`src/rtl/stopwatch_counter.sv`:
```
// BCD MM:SS stopwatch core with pause, per-field adjust and an adjust blink mask.
// Divider clocks are used as level enables and are edge-detected in the clk domain.
module stopwatch_counter #(
  parameter int MIN_MAX = 99,
  parameter int SEC_MAX = 59
) (
  input  logic       clk,
  input  logic       rst,
  input  logic       clock1Hz,
  input  logic       clock2Hz,
  input  logic       clockBlink,
  input  logic       pause,
  input  logic       adj,
  input  logic       sel,
  output logic [3:0] min_tens,
  output logic [3:0] min_ones,
  output logic [3:0] sec_tens,
  output logic [3:0] sec_ones,
  output logic [3:0] digit_blank,
  output logic       paused
);

  typedef enum logic {RUN = 1'b0, PAUSED = 1'b1} state_t;

  localparam logic [7:0] MIN_LIM = {4'(MIN_MAX / 10), 4'(MIN_MAX % 10)};
  localparam logic [7:0] SEC_LIM = {4'(SEC_MAX / 10), 4'(SEC_MAX % 10)};

  // Two-digit BCD increment that wraps to 00 after lim.
  function automatic logic [7:0] bcd_inc(input logic [7:0] v, input logic [7:0] lim);
    logic [7:0] r;
    if (v == lim)             r = '0;
    else if (v[3:0] == 4'd9)  r = {v[7:4] + 4'd1, 4'd0};
    else                      r = {v[7:4], v[3:0] + 4'd1};
    return r;
  endfunction

  state_t     state_q, state_d;
  logic       c1_prev_q, c1_prev_d;
  logic       c2_prev_q, c2_prev_d;
  logic       p_prev_q, p_prev_d;
  logic [7:0] min_q, min_d;
  logic [7:0] sec_q, sec_d;
  logic [3:0] blank_q, blank_d;

  logic tick1, tick2, ptog;

  // Edge detection, count/adjust update, run/pause toggle and blink mask.
  always_comb begin
    tick1     = clock1Hz & ~c1_prev_q;
    tick2     = clock2Hz & ~c2_prev_q;
    ptog      = pause & ~p_prev_q;
    c1_prev_d = clock1Hz;
    c2_prev_d = clock2Hz;
    p_prev_d  = pause;
    state_d   = state_q;
    min_d     = min_q;
    sec_d     = sec_q;
    blank_d   = '0;

    if (ptog) state_d = (state_q == RUN) ? PAUSED : RUN;

    if (!adj) begin
      if (state_q == RUN && tick1) begin
        sec_d = bcd_inc(sec_q, SEC_LIM);
        if (sec_q == SEC_LIM) min_d = bcd_inc(min_q, MIN_LIM);
      end
    end else if (tick2) begin
      if (sel) sec_d = bcd_inc(sec_q, SEC_LIM);
      else     min_d = bcd_inc(min_q, MIN_LIM);
    end

    if (adj) begin
      if (sel) blank_d = {2'b00, ~clockBlink, ~clockBlink};
      else     blank_d = {~clockBlink, ~clockBlink, 2'b00};
    end
  end

  // All state registers; asynchronous reset to 00:00, RUN, cleared history.
  always_ff @(posedge clk or posedge rst) begin
    if (rst) begin
      state_q   <= RUN;
      c1_prev_q <= 1'b0;
      c2_prev_q <= 1'b0;
      p_prev_q  <= 1'b0;
      min_q     <= '0;
      sec_q     <= '0;
      blank_q   <= '0;
    end else begin
      state_q   <= state_d;
      c1_prev_q <= c1_prev_d;
      c2_prev_q <= c2_prev_d;
      p_prev_q  <= p_prev_d;
      min_q     <= min_d;
      sec_q     <= sec_d;
      blank_q   <= blank_d;
    end
  end

  assign min_tens    = min_q[7:4];
  assign min_ones    = min_q[3:0];
  assign sec_tens    = sec_q[7:4];
  assign sec_ones    = sec_q[3:0];
  assign digit_blank = blank_q;
  assign paused      = (state_q == PAUSED);

endmodule

```
`config.mk`:
```
export PLATFORM = sky130hd
export DESIGN_NAME = stopwatch_counter
export DESIGN_NICKNAME = d
export VERILOG_FILES = /design/src/rtl/stopwatch_counter.sv
export SDC_FILE = /design/constraint.sdc
export NUM_CORES = 1
export LEC_CHECK = 0
export ABC_CLOCK_PERIOD_IN_PS = 4000
export BUFFER_PORTS_ARGS = -buffer_cell sky130_fd_sc_hd__buf_2
export CORE_ASPECT_RATIO = 0.8
export CORE_UTILIZATION = 50
export DETAILED_ROUTE_END_ITERATION = 10
export PLACE_DENSITY = 0.74
export SLEW_MARGIN = 20
export SYNTH_ARGS = -nofsm -noshare
export SYNTH_HDL_FRONTEND = slang
export SYNTH_SLANG_ARGS = --single-unit
export TNS_END_PERCENT = 20
```
`constraint.sdc`:
```
create_clock -name clk -period 4 [get_ports clk]
set_input_delay 1 -clock clk [delete_from_list [all_inputs] [get_ports clk]]
set_output_delay 1 -clock clk [all_outputs]
set_load 0.1 [all_outputs]
```
==> results.md, run 1 <==
* Crit share post-route at between 50% and 60%
* Worst Setup End Kind: primary output
* CP Class: register to primary output
* CTS tree: built
* CTS max path bufs at 2
* CP top delay family: flip-flops
* EDFF count, synth at 0
* Initial antenna violation count at 0
* Final setup violation count at 0
* Share of cells above drive strength 1 at 30.5%
* Startpoint class of the critical path: register
* First drt pass iteration count at 4
* Setup TNS at 0 ps
* Mapped Nets at 127
* H-tree depth at 1
* Routed vias at 912
* Async set or reset register ratio after synthesis at 100%
* Met3 usage at 6.25%
* RSZ-0062 raised after global routing: no
* Post-layout util at a little over three fifths
* CP arrival at 1280 ps
* Hold path cells at 1
* Fillers at about 180
* Worst slew pin tran at 824 ps
* Synthesized area per cell at approximately 11 um2
* Die H at 45.7 um
* Total CTS buffers at 3
* WL/cell at ~13 um
* Top-level I/O count at 29
* Hold crit path type: register to register
* DIE AREA at 0.00259 mm2
* Aggregate routed wire length at 2210 um
* Met1 Usage GRT at 26.0%
* Syn. warnings at 0
* Placer Congestion at roughly 0.84
* Prevailing post-synth register cell: dfrtp_1
* Mapped cell area at 0.00119 mm2
* Clock Pin Slew Worst Setup and Hold Paths at between 100 and 150 ps
* Antenna Nets Post-Route at 0
* Synth-to-Final Area Change at 16.1%
* Worst r2r path cells at 6
* Worst path slowest cell: dfrtp_1
* Worst-Skew Late Latency at 310 ps
* Max cap viols at 0
* Number of global-route vias before repair at 761
* Drt drc at 0
* Synth cell types at 33
* Fin. Hold Viols at 0
* Minimum clock period at around 2300 ps
* Crit Path Max Fanout at 8
* Post-synthesis sequential area ratio at between 40% and 50%
* Worst Skew at 6.29 ps
* Sequence of cells on the critical path: buf_2
* CTS Hold Bufs at 0
* Num rows at 15
* GRT busiest layer: met2
* Register bit total from synthesis at 22
* Clk root buf: clkbuf_4
* Placed cell areas at 0.00135 mm2
* Final net count at 158
* FMAX at 439 MHz
* Flop2flop setup slack at 2120 ps
* Hpwl dp at 1600 um
* Pin count of the biggest net entering global routing at 23
* Iteration-0 DRC Markers at 44
* Ant diodes at 0
* Design area at between 0.001 and 0.0015 mm2
* GR Util met2 at 27.8%
* Die extent in x at approximately 57 um
* Required @ worst endpoint at 3000 ps
* # clock sinks at 22
* Tot GR Track Use at a little under a fifth
* Routed vias/inst at between 5 and 6
* Crit path depth at 1
* Gr ovfl total at 0
* Core ar. at 0.00220 mm2
* First-pass GRT wire length at 3550 um
* CP bufs+invs at 1
* CP peak stage delay at between 400 and 500 ps
* IO buf count at 28
* Post-Syn Instances at 111
* Status: complete, no violations
* Starting density of the core at 54.4%
* Slew Viols, Final at 0
* Cts repair resizes at 0
* Slew headroom at 45.0%
* Post-CTS setup buffer count at 0
cells by family (layout without fill, tap and decap cells):
| kind of cell | after synthesis | count (layout) | synth area share, % |
|---|---|---|---|
| mux | 6 | 6 | 5.65 |
| buf+inv | 9 | 39 | 3.46 |
| simple gates | 39 | 39 | 20.9 |
| flops | 22 | 22 | 46.1 |
| fa+ha+maj | 8 | 8 | 8.38 |
| compound gates | 26 | 26 | 14.8 |
| xor+xnor | 1 | 1 | 0.733 |
final cells by class:
cell class | instances | area [um2] | share of cell area (%)
multi-input combinational | 80 | 603 | 43.5
sequential | 22 | 551 | 39.7
timing repair buffer | 28 | 140 | 10.1
clock buffer | 4 | 36.3 | 2.61
tap | 25 | 31.3 | 2.25
inverter | 7 | 26.3 | 1.89
flip-flops by register name, indices dropped and copies added, names as in the netlist:
register     flops
digit_blank      2
paused           1
c2_prev_q        1
c1_prev_q        1
sec_q            8
p_prev_q         1
min_q            8
path summary, 6_finish.rpt:
check | to | startpoint
min in group asynchronous | min_q[6] | rst
max reg2reg | min_q[2] | sec_q[1]
min reg2reg | sec_q[7] | sec_q[7]
max | sec_ones[2] | sec_q[2]
min | sec_q[7] | sec_q[7]
max in group asynchronous | min_q[0] | rst
layout by cell type, fill, tap and decap left out:
cell type	count
or2b_1	1
nand4b_1	1
a21oi_1	4
nor4b_4	1
nand2_1	7
nand3_1	3
o31ai_1	4
mux2_2	6
clkbuf_4	3
dfrtp_1	22
o21ai_0	6
nand2b_1	3
and3_1	2
clkbuf_8	1
and3b_1	2
nor3_1	2
nand3b_1	1
o21a_1	1
o31a_2	1
xnor2_1	1
and3b_2	2
nor2_1	10
o31a_1	1
and4b_1	1
ha_1	8
buf_2	28
o311ai_0	1
o21ai_1	1
inv_1	7
a21o_1	2
nor3b_1	2
a211o_1	1
o41ai_1	2
o211ai_1	2
nand3b_4	1
through the flow:
step           setup WS [ps]  hold slack, ps  instances
6_report                1720             528        166
5_1_grt                 1670             561        166
4_1_cts                 1710             528        166
3_5_place_dp            1650             511        162
3_3_place_gp            1660             503        162
2_1_floorplan           1550             494        111
metal layers:
metal	vias up	routed length [um]
met5	-	0
met4	0	22
met3	2	97
met2	28	989
met1	419	1100
li1	463	-
synth_stat cells (all sizes together), types with 2 or more instances:
cell type | count | area share [%]
dfrtp | 22 | 46
nor2 | 10 | 3.1
ha | 8 | 8.4
inv | 7 | 2.2
nand2 | 7 | 2.2
o21ai | 7 | 2.9
mux2 | 6 | 5.7
a21oi | 4 | 1.7
and3b | 4 | 3.1
o31ai | 4 | 2.5
nand2b | 3 | 1.6
nand3 | 3 | 1.3
a21o | 2 | 1.3
and3 | 2 | 1.0
buf | 2 | 1.3
nand3b | 2 | 2.3
nor3 | 2 | 0.84
nor3b | 2 | 1.3
o211ai | 2 | 1.3
o31a | 2 | 1.6
o41ai | 2 | 1.5
Power of run 1 is not shown: default switching activity piles up to over one toggle a cycle in this logic, so the estimate is an artifact.
==> run 2, diff against run 1 <==
--- a/config.mk
+++ b/config.mk
@@ -5,7 +5,7 @@
 export SDC_FILE = /design/constraint.sdc
 export NUM_CORES = 1
 export LEC_CHECK = 0
-export ABC_CLOCK_PERIOD_IN_PS = 4000
+export ABC_CLOCK_PERIOD_IN_PS = 2100
 export BUFFER_PORTS_ARGS = -buffer_cell sky130_fd_sc_hd__buf_2
 export CORE_ASPECT_RATIO = 0.8
 export CORE_UTILIZATION = 50
==> constraint.sdc (replaced) <==
create_clock -name clk -period 2.1 [get_ports clk]
set_input_delay 0.525 -clock clk [delete_from_list [all_inputs] [get_ports clk]]
set_output_delay 0.525 -clock clk [all_outputs]
set_load 0.1 [all_outputs]
==> results.md, run 2 (synthesized netlist as in run 1, its figures left out) <==
* Design area at 0.00140 mm2
* Die extent in x at 56.7 um
* CP arrival at 2140 ps
* DIE AREA at 0.00259 mm2
* Slew headroom at roughly 62%
* RR Endpoint: min_q[2]
* Most common cell after layout, fill and taps aside: buf_2
* Worst Setup EP: min_q[2]
* Antenna Nets Post-Route at 0
* Placer Congestion at around 0.78
* Routed vias at 945
* CTS Hold Bufs at 0
* Synth-to-Final Area Change at 17.4%
* Max cap viols at 0
* Startpoint class of the critical path: register
* Final setup violation count at 0
* RSZ-0062 raised after global routing: no
* First-pass GRT wire length at 4010 um
* Worst Skew at 5.81 ps
* Number of global-route vias before repair at 853
* Post-CTS setup buffer count at 0
* Worst Setup End Kind: register
* Met3 usage at about 8%
* Required @ worst endpoint at around 2300 ps
* Hold crit path type: input pin to async pin
* Hpwl dp at ~1800 um
* CP peak stage delay at 450 ps
* Clock Pin Slew Worst Setup and Hold Paths at 120 ps
* Iteration-0 DRC Markers at 46
* Cts repair resizes at 0
* First drt pass iteration count at 4
* Worst slew pin tran at 561 ps
* Crit share post-route at between 90% and 100%
* Total CTS buffers at 3
* IO buf count at 28
* Commonest cells after routing, fill and taps aside: 28 x buf_2, 16 x dfrtp_1, 10 x nor2_1
* Die H at 45.7 um
* Status: complete, no violations
* Crit Path Max Fanout at 6
* FMAX at 518 MHz
* Fin. Hold Viols at 0
* Minimum clock period at 1930 ps
* CTS max path bufs at 2
* Worst path slowest cell: dfrtp_2
* Clk root buf: clkbuf_4
* CP Launch Point: sec_q[1]
* Top-level I/O count at 29
* Placed cell areas at ~0.0014 mm2
* H-tree depth at 1
* Flop2flop setup slack at 170 ps
* Finished Layout Cells at 167
* Routed vias/inst at 5.66
* Core ar. at 0.00220 mm2
* Worst-Skew Late Latency at about 310 ps
* Cell total after placement at 163
* Tot GR Track Use at 21.1%
* Post-layout util at between 60% and 70%
* GRT busiest layer: met2
* Reg-to-Reg Start: sec_q[1]
* Pin count of the biggest net entering global routing at 23
* CTS tree: built
* Starting density of the core at 54.4%
* GR Util met2 at a little under a third
* Worst r2r path cells at 6
* # clock sinks at 22
* Aggregate routed wire length at ~2300 um
* Drt drc at 0
* Sequence of cells on the critical path: inv_1 -> ha_1 -> nand3b_4 -> o31a_2 -> nor3b_1 -> mux2_2
* WL/cell at 13.9 um
* Initial antenna violation count at 0
* Slew Viols, Final at 0
* CP Class: register to register
* Final net count at 159
* Ant diodes at 0
* Share of cells above drive strength 1 at 35.2%
* Gr ovfl total at 0
* Num rows at 15
* Met1 Usage GRT at 26.6%
## run 2: final cells by class
cell class | instances | area [um2]
fillers | 191 | 793
multi-input cells | 80 | 603
flip-flops and latches | 22 | 558
repair buffers | 29 | 148
clock buffers | 4 | 36.3
well taps | 25 | 31.3
inverters | 7 | 26.3
## run 2: through the flow
stage                     setup TNS, ps  hold slack, ps  setup slack (ps)
after detailed placement              0             516               139
after global placement                0             497               244
after global routing                  0             235              47.8
after CTS                             0             219               133
final                                 0             221               170
after floorplan                   -39.4             494             -39.4
## run 2: worst min path at each step
stage                        start         to  slack [ps]  depth (start not counted)
after floorplan           p_prev_q     paused         490                          2
after global placement    sec_q[7]   sec_q[7]         500                          1
after detailed placement  p_prev_q     paused         520                          2
after CTS                      rst   p_prev_q         220                          3
after global routing           rst   p_prev_q         240                          3
final                          rst  c1_prev_q         220                          3
## run 2: per-layer routing
metal / share of wire [%] / vias to the layer above
met3: 6.7 / 13
li1: - / 462
met2: 44 / 32
met5: 0 / -
met4: 3.9 / 0
met1: 46 / 438
## run 2: critical path: cells and delay by family (launching register included)
family                   cells  cell delay [ps]
AO/OA/AOI/OAI                1              380
adder cells (fa/ha/maj)      1              220
buffers and inverters        1               80
flip-flops                   1              450
multiplexers                 1              360
AND/OR/NAND/NOR              2              330
Power of run 2 is left out for the same reason.
==> run 3, diff against run 2 <==
--- a/config.mk
+++ b/config.mk
@@ -5,7 +5,7 @@
 export SDC_FILE = /design/constraint.sdc
 export NUM_CORES = 1
 export LEC_CHECK = 0
-export ABC_CLOCK_PERIOD_IN_PS = 2100
+export ABC_CLOCK_PERIOD_IN_PS = 2400
 export BUFFER_PORTS_ARGS = -buffer_cell sky130_fd_sc_hd__buf_2
 export CORE_ASPECT_RATIO = 0.8
 export CORE_UTILIZATION = 50
==> constraint.sdc (replaced) <==
create_clock -name clk -period 2.4 [get_ports clk]
set_input_delay 0.6 -clock clk [delete_from_list [all_inputs] [get_ports clk]]
set_output_delay 0.6 -clock clk [all_outputs]
set_load 0.1 [all_outputs]
==> results.md, run 3 (synthesized netlist as in run 1, its figures left out) <==
* Ant diodes at 0
* Status: complete, no violations
* Hpwl dp at 1780 um
* Routed vias at 935
* Total CTS buffers at 3
* Gr ovfl total at 0
* Share of cells above drive strength 1 at 32.4%
* Die extent in x at 56.7 um
* Startpoint class of the critical path: register
* Iteration-0 DRC Markers at 33
* Die H at 45.7 um
* Final setup violation count at 0
* WL/cell at around 14 um
* DIE AREA at about 0.0026 mm2
* Slew headroom at about three fifths
* RR Endpoint: min_q[2]
* Antenna Nets Post-Route at 0
* Setup TNS at 0 ps
* Initial antenna violation count at 0
* Most common cell after layout, fill and taps aside: buf_2
* IO buf count at 28
* CTS Hold Bufs at 0
* First-pass GRT wire length at 3910 um
* Tot GR Track Use at between 20% and 30%
* Hold crit path type: input pin to async pin
* Number of global-route vias before repair at 855
* Crit Path Max Fanout at 6
* Max cap viols at 0
* RSZ-0062 raised after global routing: no
* Reg-to-Reg Start: sec_q[1]
* CP Class: register to register
* Post-CTS setup buffer count at 0
* Fillers at 183
* Commonest cells after routing, fill and taps aside: 28 x buf_2, 20 x dfrtp_1, 10 x nor2_1
* Slew Viols, Final at 0
* CTS max path bufs at 2
* Fin. Hold Viols at 0
* CTS tree: built
* Sequential cell area at ~550 um2
* Core ar. at roughly 0.0022 mm2
* Hold_ws at about 260 ps
* Pin count of the biggest net entering global routing at 14
* Worst r2r path cells at 6
* Worst Setup End Kind: register
* FMAX at around 530 MHz
* Worst Skew at between 10 and 15 ps
* Num rows at 15
* Minimum clock period at 1900 ps
* Starting density of the core at 54.4%
* Crit share post-route at 79.2%
* Routed vias/inst at 5.60
* Flop2flop setup slack at 500 ps
* Clk root buf: clkbuf_4
* Required @ worst endpoint at 2600 ps
* CP arrival at 2100 ps
* H-tree depth at 1
* Synth-to-Final Area Change at 18.3%
* Drt drc at 0
* Multi-input gate area at 603 um2
* Final net count at 159
* Top-level I/O count at 29
* Worst slew pin tran at 581 ps
* Cts repair resizes at 0
* Clock Pin Slew Worst Setup and Hold Paths at 130 ps
* Aggregate routed wire length at about 2300 um
* First drt pass iteration count at 4
* Worst-Skew Late Latency at 310 ps
* # clock sinks at 22
* Placer Congestion at 0.735
==> run 3: cell count changes in the layout (fill, tap and decap cells not counted) <==
cell and delta:
dfrtp_2 -4, clkbuf_8 -1, dfrtp_1 +4, bufinv_16 +1
==> run 3: per-layer routing <==
metal / track usage (%) / share of wire [%] / vias to the layer above / routed length [um]
li1: - / - / 466 / -
met1: 25.1 / 45 / 446 / 1060
met2: 35.1 / 49 / 21 / 1130
met3: 6.53 / 5.2 / 2 / 120
met4: 6.34 / 0.82 / 0 / 19
met5: 0 / 0 / - / 0
==> run 3: cell type report <==
cell class                 count  area share, %
clock buffer                   3           1.59
clock inverter                 1           2.12
inverter                       7           1.86
multi-input combinational     80           42.7
sequential                    22           39.1
tap                           25           2.21
timing repair buffer          29           10.4
==> run 3: how the worst max path moves through the flow <==
stage	from	endpoint	slack [ps]	cells past startpoint
after detailed placement	adj	min_q[2]	420	5
after global placement	adj	min_q[2]	460	5
after global routing	sec_q[1]	sec_q[7]	350	5
final	sec_q[1]	min_q[2]	500	6
after CTS	sec_q[1]	min_q[2]	490	6
after floorplan	sec_q[1]	min_q[2]	160	6
==> run 3: critical path, stage by stage, from the launching register on <==
cell      delay, ps
dfrtp_1         460
inv_1            80
ha_1            230
nand3b_4         90
o31a_2          370
nor3b_1         200
mux2_2          350
==> run 3: metrics by stage <==
step | setup slack (ps) | cell area [um2] | cells | utilization [%]
6_report | 499 | 1410 | 167 | 64.4
5_1_grt | 348 | 1410 | 167 | 64.4
3_5_place_dp | 421 | 1360 | 163 | 62.0
2_1_floorplan | 157 | 1200 | 111 | -
4_1_cts | 493 | 1410 | 167 | 64.4
3_3_place_gp | 462 | 1360 | 163 | 62.0
Power of run 3 is left out for the same reason.
